<file path="src/rtl/calc2_resp_engine.sv">
// calc2_resp_engine: responder end of one calc2 port; tagged two-cycle commands, four slots.
// Optional macro CALC2_INORDER_EN: responses leave in issue order through a tag FIFO.
module calc2_resp_engine #(
  parameter int ADD_LAT = 3,
  parameter int SHIFT_LAT = 5
) (
  input  logic        c_clk,
  input  logic        reset,
  input  logic [3:0]  req_cmd_in,
  input  logic [31:0] req_data_in,
  input  logic [1:0]  req_tag_in,
  output logic [1:0]  out_resp,
  output logic [31:0] out_data,
  output logic [1:0]  out_tag,
  output logic        dup_tag_err
);
  localparam logic [3:0] ADD_L = 4'(ADD_LAT);
  localparam logic [3:0] SHIFT_L = 4'(SHIFT_LAT);
  typedef enum logic {IDLE, OP2} state_t;
  state_t r_state, w_next;
  logic [3:0]  r_cmd;
  logic [31:0] r_op1;
  logic [1:0]  r_tag;
  logic [3:0]  r_vld;
  logic [31:0] r_res [4];
  logic [1:0]  r_code [4];
  logic [3:0]  r_cnt [4];
  logic        w_issue, w_dup, w_sel_v;
  logic [32:0] w_sum;
  logic [31:0] w_res;
  logic [1:0]  w_code, w_sel;
  logic [3:0]  w_lat, w_rdy;

  always_comb w_next = (r_state == IDLE && req_cmd_in != 4'h0) ? OP2 : IDLE;
  assign w_issue = r_state == OP2;
  assign w_dup = w_issue && r_vld[r_tag];
  assign w_sum = {1'b0, r_op1} + {1'b0, req_data_in};

  always_comb begin
    w_res = '0;
    w_code = 2'b10;
    w_lat = ADD_L;
    case (r_cmd)
      4'h1: begin
        w_code = w_sum[32] ? 2'b10 : 2'b01;
        w_res = w_sum[32] ? '0 : w_sum[31:0];
      end
      4'h2: begin
        w_code = (r_op1 < req_data_in) ? 2'b10 : 2'b01;
        w_res = (r_op1 < req_data_in) ? '0 : r_op1 - req_data_in;
      end
      4'h5: begin
        w_code = 2'b01;
        w_res = r_op1 << req_data_in[4:0];
        w_lat = SHIFT_L;
      end
      4'h6: begin
        w_code = 2'b01;
        w_res = r_op1 >> req_data_in[4:0];
        w_lat = SHIFT_L;
      end
      default: ;
    endcase
  end

  // a slot at 1 reaches 0 on this edge, so it can be picked now to meet E1+LAT
  for (genvar i = 0; i < 4; i++) begin : g_rdy
    assign w_rdy[i] = r_vld[i] && r_cnt[i] <= 4'd1;
  end

`ifdef CALC2_INORDER_EN
  logic [1:0] r_fifo [4];
  logic [1:0] r_wr, r_rd;
  assign w_sel = r_fifo[r_rd];
  assign w_sel_v = w_rdy[w_sel];
  always_ff @(posedge c_clk) begin
    if (reset) begin
      r_wr <= '0;
      r_rd <= '0;
    end else begin
      if (w_issue && !w_dup) begin
        r_fifo[r_wr] <= r_tag;
        r_wr <= r_wr + 2'd1;
      end
      if (w_sel_v) r_rd <= r_rd + 2'd1;
    end
  end
`else
  assign w_sel = w_rdy[0] ? 2'd0 : w_rdy[1] ? 2'd1 : w_rdy[2] ? 2'd2 : 2'd3;
  assign w_sel_v = |w_rdy;
`endif

  always_ff @(posedge c_clk) begin
    if (reset) begin
      r_state <= IDLE;
      r_vld <= '0;
      out_resp <= '0;
      out_data <= '0;
      out_tag <= '0;
      dup_tag_err <= 1'b0;
    end else begin
      r_state <= w_next;
      if (r_state == IDLE && req_cmd_in != 4'h0) begin
        r_cmd <= req_cmd_in;
        r_op1 <= req_data_in;
        r_tag <= req_tag_in;
      end
      for (int i = 0; i < 4; i++) if (r_cnt[i] != 4'd0) r_cnt[i] <= r_cnt[i] - 4'd1;
      if (w_sel_v) r_vld[w_sel] <= 1'b0;
      if (w_issue && !w_dup) begin
        r_vld[r_tag] <= 1'b1;
        r_res[r_tag] <= w_res;
        r_code[r_tag] <= w_code;
        r_cnt[r_tag] <= w_lat;
      end
      out_resp <= w_sel_v ? r_code[w_sel] : 2'b00;
      out_data <= w_sel_v ? r_res[w_sel] : '0;
      out_tag <= w_sel_v ? w_sel : 2'd0;
      dup_tag_err <= w_dup;
    end
  end
endmodule

</file>
<file path="config.mk">
export PLATFORM = sky130hd
export DESIGN_NAME = calc2_resp_engine
export DESIGN_NICKNAME = d
export VERILOG_FILES = /design/src/rtl/calc2_resp_engine.sv
export SDC_FILE = /design/constraint.sdc
export NUM_CORES = 1
export LEC_CHECK = 0
export ABC_AREA = 1
export CAP_MARGIN = 15
export CORE_UTILIZATION = 33
export DETAILED_ROUTE_END_ITERATION = 10
export GPL_TIMING_DRIVEN = 0
export PLACE_DENSITY = 0.53
export SLEW_MARGIN = 40
export SYNTH_ARGS = -nofsm -noshare
export SYNTH_HDL_FRONTEND = slang
export SYNTH_SLANG_ARGS = --single-unit
</file>
<file path="constraint.sdc">
create_clock -name c_clk -period 4.55 [get_ports c_clk]
set_clock_uncertainty 0.15 [all_clocks]
set_input_delay 0.455 -clock c_clk [delete_from_list [all_inputs] [get_ports c_clk]]
set_output_delay 0.455 -clock c_clk [all_outputs]
set_load 0.005 [all_outputs]
</file>
Yosys cells after proc, flatten, opt, wreduce, memory -nomap -nowiden
Memory sizes are Yosys's and may differ from the RTL's. A register that Yosys moved wholly into a read port is not among the register bits.
Cells that the tools add are included.
{"block": "totals", "ff_bits": 46, "ramBits": 152, "input_bits": 40, "out_inout_bits": 37, "elab_cells": 91, "memories": 3}
{"block": "classes", "addsub": 6, "magnitude_cmp": 9, "eq_ne": 4, "n_shift": 2, "n_mux": 35, "bitwise_logic": 6, "n_reduce_logical": 19}
{"name": "r_res", "words": 4, "width": 32, "rd": 1, "rd_clocked_by_memory_dff": 1, "wr": 1, "line": "25", "text": "logic [31:0] r_res [4];"}
{"name": "r_cnt", "words": 4, "width": 4, "rd": 4, "rd_clocked_by_memory_dff": 0, "wr": 5, "line": "27", "text": "logic [3:0] r_cnt [4];"}
{"name": "r_code", "words": 4, "width": 2, "rd": 1, "rd_clocked_by_memory_dff": 1, "wr": 1, "line": "26", "text": "logic [1:0] r_code [4];"}
{"operator": "32-bit case mux with 4 select lines", "count": 1}
{"operator": "32-bit 2-to-1 mux", "count": 2}
{"operator": "32-bit by 32-bit adder with 33-bit output", "count": 1}
{"operator": "32-bit less-than comparator", "count": 1}
{"operator": "32-bit by 5-bit left shift with 32-bit output", "count": 1}
{"operator": "32-bit by 5-bit >> shifter with 32-bit output", "count": 1}
{"operator": "32-bit subtractor", "count": 1}
{"operator": "1-bit 2-to-1 mux", "count": 20}
{"operator": "4-bit nonzero test", "count": 5}
{"operator": "4-bit by 1-bit <= comparator with 1-bit output (second input constant)", "count": 4}
{"operator": "4-bit by 1-bit subtractor with 4-bit output (second input constant)", "count": 4}
{"operator": "4-bit 2-to-1 mux", "count": 3}
{"operator": "1-bit logical AND", "count": 9}
{"operator": "4-bit by 3-bit equality test with 1-bit output (second input constant)", "count": 2}
{"operator": "2-bit 2-to-1 mux", "count": 4}
{"operator": "2-bit by 3-bit less-than comparator with 1-bit output (second input constant)", "count": 2}
{"operator": "2-bit case mux with 3 select lines", "count": 1}
{"operator": "4-bit AND", "count": 1}
{"operator": "1-bit demux with 2-bit select", "count": 2}
{"operator": "4-bit by 1-bit equality test with 1-bit output (second input constant)", "count": 1}
{"operator": "4-bit by 2-bit equality test with 1-bit output (second input constant)", "count": 1}
{"operator": "2-bit by 1-bit greater-or-equal comparator with 1-bit output (second input constant)", "count": 2}
{"operator": "4-bit inverter", "count": 1}
{"operator": "4-bit bitwise OR", "count": 1}
{"operator": "7 further kinds", "count": 10}

Longest topological paths before layout
Gate-level depths: netlist (run 1).
An unclocked memory read counts as a cell.
{"block": "depth", "word_depth": 16, "depth_mapped": 18, "depth_no_buf": 16}

Worst setup path before layout (run 1)
No wires, ideal clock.
{"block": "synth_timing", "kind": "input to register", "start": "in reset", "end": "reg r_cmd[0] (enable)", "setup_ps": 481, "arrival_time_ps": 3279, "required_ps": 3919, "path_slack_ps": 640, "stages": 2, "n_path_buf": 1, "path_cell_list": "clkbuf_1 nor3_1"}
{"block": "synth_via", "elab_chain_len": 2}
{"element": "start: declaration", "line": "8", "text": "input logic reset,"}
{"element": "1-bit inverter (no line)"}
{"element": "2-bit AND reduction (no line)"}
{"element": "end signal: assignment", "line": "104", "text": "r_cmd <= req_cmd_in;"}
{"element": "end: declaration", "line": "21", "text": "logic [3:0] r_cmd;"}
Every way passes these cells.
A chain may end at the register's enable or synchronous reset.

Worst setup path after layout (run 1)
{"block": "layout_timing", "start": "in req_data_in[2]", "end": "mem r_res[0][18], data pin"}
{"block": "layout_via", "elab_chain_len": 3, "elab_cells_between_ends": 8, "classes_between": "add/sub: 2; order compare: 1; shift: 2; mux: 3"}
{"element": "start: declaration", "line": "10", "text": "input logic [31:0] req_data_in,"}
{"element": "32-bit subtractor, or another cell as far along", "line": "50", "text": "w_res = (r_op1 < req_data_in) ? '0 : r_op1 - req_data_in;"}
{"element": "32-bit 2-to-1 mux, on equally long branches", "line": "50, 46"}
{"element": "32-bit case mux with 4 select lines *", "line": "43", "text": "case (r_cmd)"}
{"element": "via w_res[18]", "line": "30", "text": "logic [31:0] w_res;"}
{"element": "end: declaration", "line": "25"}
Mark *: on every way through the listed nets, which the timed path passes. The rest lies on a longest branch.

==> flow_metrics.tcl, run 1 <==
set metrics [dict create \
    place_hpwl_um 60000 \
    synth_warnings 0 \
    post_cts_buffers 0 \
    synth_area_sq_um 17000 \
    cts_buffer_depth 3 \
    wl_um 74500 \
    seq_area_sq_um 6470 \
    die_area_sq_um 52300 \
    wl_per_cell_um 22.7 \
    ctsRootBufferMaster "clkbuf_16" \
    clock.fmax_mhz 228 \
    grt_overflow 0 \
    synth-main-ff-cell "edfxtp_1" \
    finalCritPeriodShare_pct 96.2 \
    synth_nets 2599 \
    ys_seq_area_share_pct 38.1 \
    crit_path_max_fanout 10 \
    synth-seq-cells 232 \
    synth_edf_count 182 \
    syn-mean-instance-area_sq_um 6.84 \
    setup_viol_count_final 0 \
    syn_inst 2479 \
    powerDensity_nw_per_um2 329 \
    viasPerCell 5.18 \
    p_leak_nw 9.22 \
    io_buffers 75 \
    power_mw 6.45 \
    tightest_slew_ns 0.884 \
    clock-sinks 232 \
    vdd.ir_drop.worst_uv 315 \
    layout-drive-gt1-share_pct 5.63 \
    multi_input_area_sq_um 8760 \
    rsz0062_at_grt "no" \
    route.detailed.drc 0 \
    grt_pass1_vias 16300 \
    endpoint_kind "register" \
    required_ns 4.53 \
    start_util_pct 33.7 \
    clock_latency_ns 0.57 \
    period_needed_ns 4.38 \
    grt_pass1_wl_um 108000 \
    start_kind "primary input" \
    maxSlewViolCount 0 \
    crit_type "primary input to register" \
    place_congestion 0.996 \
    worst-endpoint-arrival_ns 4.35 \
    antenna_found_initial 0 \
    antenna_left 0 \
    cts_buffers 26 \
    io_pins 77 \
    min_path_type "primary input to register" \
    path_clk_slew_ns 0.06 \
    vias 17000 \
    cts_tree "yes" \
    core_sq_um 50400 \
    grt_usage_pct 28.1 \
    hold_buffers 0 \
    area_growth_pct 15.5 \
    grt_max_degree 37 \
    num_rows 82 \
    die_w_um 229 \
    stdcell_count 3282 \
    synthArstFlopShare_pct 0 \
    dr.pass1.iters 6 \
    htree_levels 1 \
    nets 2711 \
    outcome "finished clean" \
    slew_headroom_pct 40.6 \
    finalHoldViolCount 0 \
    synth.distinct_cells 46 \
    drv_cap 0 \
    die_h_um 229 \
    dp_cells 3236 \
    regToRegSetupSlack_ns 0.96 \
    drtIter0Drc 1479 \
    nFillCells 5438 \
]
[repair_timing]
item                                    4_1_cts  5_1_grt
resized for setup                             1        3
pin swaps                                     0        0
endpoints found under the setup margin        4       40
[cell families after synthesis]
| kind of cell | after synthesis | share of synthesized area [%] |
|---|---|---|
| AOI/OAI and AO/OA | 263 | 8.80 |
| xor gates and xnor gates | 19 | 0.981 |
| adders and majority gates | 80 | 5.99 |
| buffers and inverters | 445 | 10.3 |
| DFF | 232 | 38.1 |
| and+or+nand+nor | 1440 | 35.8 |
[per-layer routing]
| metal | global-route usage (%) | wire [um] | vias up | share of wire, % |
|---|---|---|---|---|
| li1 | - | - | 8272 | - |
| met1 | 38.0 | 33500 | 8033 | 45 |
| met2 | 45.9 | 33500 | 613 | 45 |
| met3 | 3.54 | 4610 | 99 | 6.2 |
| met4 | 10.0 | 2890 | 0 | 3.9 |
| met5 | 0 | 0 | - | 0 |
[flip-flops by register name, indices dropped and copies added, names as in the netlist, 4 cells and up]
| register | cells |
|---|---|
| r_cmd | 4 |
| r_cnt | 16 |
| r_op1 | 32 |
| out_data | 32 |
| r_res | 128 |
| r_code | 8 |
| r_vld | 4 |
[where the power goes]
part,internal [mW],leakage [nW],switching [mW]
Clock,1.33,0.433,0.873
Combinational,0.516,6.72,1.18
Sequential,2.44,2.07,0.107
Total,4.29,9.22,2.16
[layout by cell type, fill, tap and decap left out, drive strengths merged, types with 6 or more instances in the layout]
master         Yosys  routed
edfxtp           182     182
xor2              17      17
nand3            349     349
clkinv             2       9
o211ai            14      14
a22oi             12      12
o21bai             8       8
clkdlybuf4s50      0      75
a31oi             25      25
buf               59      69
nor4               7       7
dfxtp             50      50
ha                78      78
inv              341     341
nand2            780     780
nor3              19      19
nor2             252     252
nand3b             6       6
a21oi            125     125
nand4             19      19
o21ai             63      63
clkbuf            43      76
[worst max-delay path: stages]
cell	delay, ns
clkdlybuf4s50_1	0.65
clkbuf_2	0.24
clkinv_1	0.17
clkbuf_2	0.34
ha_1	0.37
buf_2	0.18
nor2_1	0.15
nand2_1	0.07
nand3_1	0.19
nand2_1	0.08
nand2_1	0.11
nand2_1	0.08
nand2_1	0.20
nand2_1	0.08
nand2_1	0.22
inv_2	0.06
buf_2	0.23
nand3_1	0.11
nand3_1	0.34
[area by class of cell]
class / count / area share, %
plain buffers: 101 / 2.36
multi-input cells: 1802 / 44.7
diodes: 1 / 0.0128
inverters: 343 / 6.62
clock buffers: 34 / 3.85
flip-flops and latches: 232 / 33.0
clock inverters: 12 / 0.715
repair buffers: 85 / 4.38
well taps: 672 / 4.29
[synthesized netlist by cell type (all sizes together) (12+ instances only)]
master	n	area, sq um
a21oi	125	637
a22oi	12	90.1
a31oi	25	156
buf	59	303
clkbuf	43	161
dfxtp	50	1000
edfxtp	182	5470
ha	78	976
inv	341	1280
nand2	780	2940
nand3	349	1810
nand4	19	119
nor2	252	951
nor3	19	100
o211ai	14	110
o21ai	63	315
xor2	17	149
[through the flow]
stage / setup TNS [ns] / area (sq um) / util (%) / hold WS (ns) / worst slack (ns)
after global routing: 0 / 19600 / 38.9 / 0.321 / 0.0421
after global placement: -128.78 / 18500 / 36.8 / 0.329 / -2.37
final: 0 / 19600 / 38.9 / 0.259 / 0.171
after floorplan: 0 / 17000 / - / 0.272 / 0.640
after detailed placement: -37.28 / 18700 / 37.1 / 0.338 / -0.557
after CTS: 0 / 19600 / 38.9 / 0.261 / 0.0841
[final timing paths]
check                 end  cells past startpoint            from
max          r_res[0][18]                     19  req_data_in[2]
min               r_state                      2           reset
max reg2reg  r_res[0][18]                     14        r_op1[7]
min reg2reg      r_vld[1]                      2        r_vld[1]
Note: power is estimated with default switching activity, not from simulation.
==> run 2: changes to the inputs <==
- clock period: 4.55 -> 5.45 ns (I/O delays scaled with it)
==> flow_metrics.tcl, run 2 (same netlist as run 1, synthesis figures left out) <==
set metrics [dict create \
    num_rows 82 \
    final_cell_mix "nand2_1, nand3_1, inv_1" \
    cts_tree "yes" \
    setup_viol_count_final 0 \
    m1WireLength_um 33400 \
    crit_path_max_fanout 10 \
    comb_power_share_pct 26.3 \
    dp_cells 3236 \
    period_needed_ns 4.86 \
    vdd.ir_drop.worst_uv 263 \
    worst-endpoint-arrival_ns 4.87 \
    nets 2712 \
    place_congestion 0.996 \
    cts_resized 0 \
    final_common_cell "nand2_1" \
    grt_usage_pct 28.1 \
    endpoint_kind "register" \
    area_growth_pct 15.5 \
    ctsRootBufferMaster "clkbuf_16" \
    regMostFlops "r_res" \
    drv_cap 0 \
    crit_type "primary input to register" \
    multi_input_area_sq_um 8760 \
    grt_pass1_vias 16300 \
    core_sq_um 50400 \
    maxSlewViolCount 0 \
    layout-drive-gt1-share_pct 5.52 \
    rsz0062_at_grt "no" \
    die_area_sq_um 52300 \
    viasPerCell 5.20 \
    top_layer "met4" \
    vias 17100 \
    route.detailed.drc 0 \
    die_w_um 229 \
    dr_wl_met2_um 33600 \
    antenna_left 0 \
    finalCritPeriodShare_pct 89.2 \
    io_buffers 75 \
    final_core_util_pct 38.9 \
    place_hpwl_um 60000 \
    outcome "finished clean" \
    p_clk_share_pct 34.1 \
    required_ns 5.46 \
    dr.pass1.iters 8 \
    grt_max_degree 37 \
    seq_area_sq_um 6470 \
    tightest_slew_ns 0.924 \
    stdcell_count 3283 \
    grt_pass1_wl_um 108000 \
    p_sw_share_pct 33.5 \
    power_switching_mw 1.81 \
    start_util_pct 33.7 \
    die_h_um 229 \
    met3_length_um 4860 \
    wl_um 74600 \
    drtIter0Drc 1531 \
    grt_overflow 0 \
    finalHoldViolCount 0 \
    io_pins 77 \
    cts_buffer_depth 3 \
    clock_latency_ns 0.57 \
    p_leak_nw 9.21 \
    min_path_type "register to register" \
    antenna_found_initial 0 \
    post_cts_buffers 0 \
    nFillCells 5434 \
    htree_levels 1 \
    start_kind "primary input" \
    clock-sinks 232 \
    seq_power_share_pct 39.5 \
    path_clk_slew_ns 0.06 \
    clock.fmax_mhz 206 \
    wl_per_cell_um 22.7 \
    powerDensity_nw_per_um2 275 \
    hold_buffers 0 \
    largest_reg_flops 128 \
    cts_buffers 26 \
    internal_power_mw 3.58 \
    slew_headroom_pct 38.4 \
    reg_top3 "r_res x128, out_data x32, r_op1 x32" \
]
-- run 2: cell count changes in the layout (fill, tap and decap cells not counted), sizes merged --
| cell | change |
|---|---|
| clkbuf | +1 |
-- run 2: critical path: stages --
cell and delay (ns):
clkdlybuf4s50_1 0.67, clkbuf_1 0.30, clkinv_1 0.23, clkbuf_1 0.45, ha_1 0.44, buf_2 0.18, nor2_1 0.15, nand2_1 0.07
nand3_1 0.18, nand2_1 0.07, nand2_1 0.11, nand2_1 0.08, nand2_1 0.20, nand2_1 0.08, nand2_1 0.23, inv_2 0.06
buf_2 0.24, nand3_1 0.23, nand3_1 0.34
-- run 2: power groups by stage --
stage	logic, mW	registers [mW]	clock network (mW)
floorplan	0.887	2.14	0
global placement	1.37	2.17	0
detailed placement	1.39	2.16	0
CTS	1.40	2.13	1.87
global route	1.56	2.14	1.95
finish	1.42	2.13	1.84
-- run 2: final timing paths --
kind / from / to / slack, ns / cells past startpoint
max: req_data_in[2] / r_res[2][25] / 0.59 / 19
min: r_vld[1] / r_vld[1] / 0.34 / 2
min reg2reg: r_vld[1] / r_vld[1] / 0.34 / 2
max reg2reg: r_op1[7] / r_res[2][25] / 1.76 / 14
-- run 2: per-layer routing --
metal,vias to the layer above,global-route usage [%]
li1,8277,-
met1,8072,38.0
met2,632,45.9
met3,97,3.54
met4,0,10.0
met5,-,0
-- run 2: final cells by class --
class                      instances  share of cell area [%]
clock buffer                      34                    3.85
tap                              672                    4.29
inverter                         343                    6.63
clock inverter                    12                   0.716
timing repair buffer              85                    4.38
multi-input combinational       1802                    44.7
antenna                            1                  0.0128
sequential                       232                    33.0
buffer                           102                    2.37
-- run 2: stage by stage --
stage	hold WS [ns]	power, mW	TNS [ns]	worst slack, ns	cell area [sq um]
floorplan	0.272	3.02	0	1.45	17000
global placement	0.329	3.54	-58.75	-1.56	18500
detailed placement	0.338	3.56	0	0.253	18700
CTS	0.348	5.40	0	0.793	19600
global route	0.365	5.65	0	0.457	19600
finish	0.345	5.38	0	0.588	19600
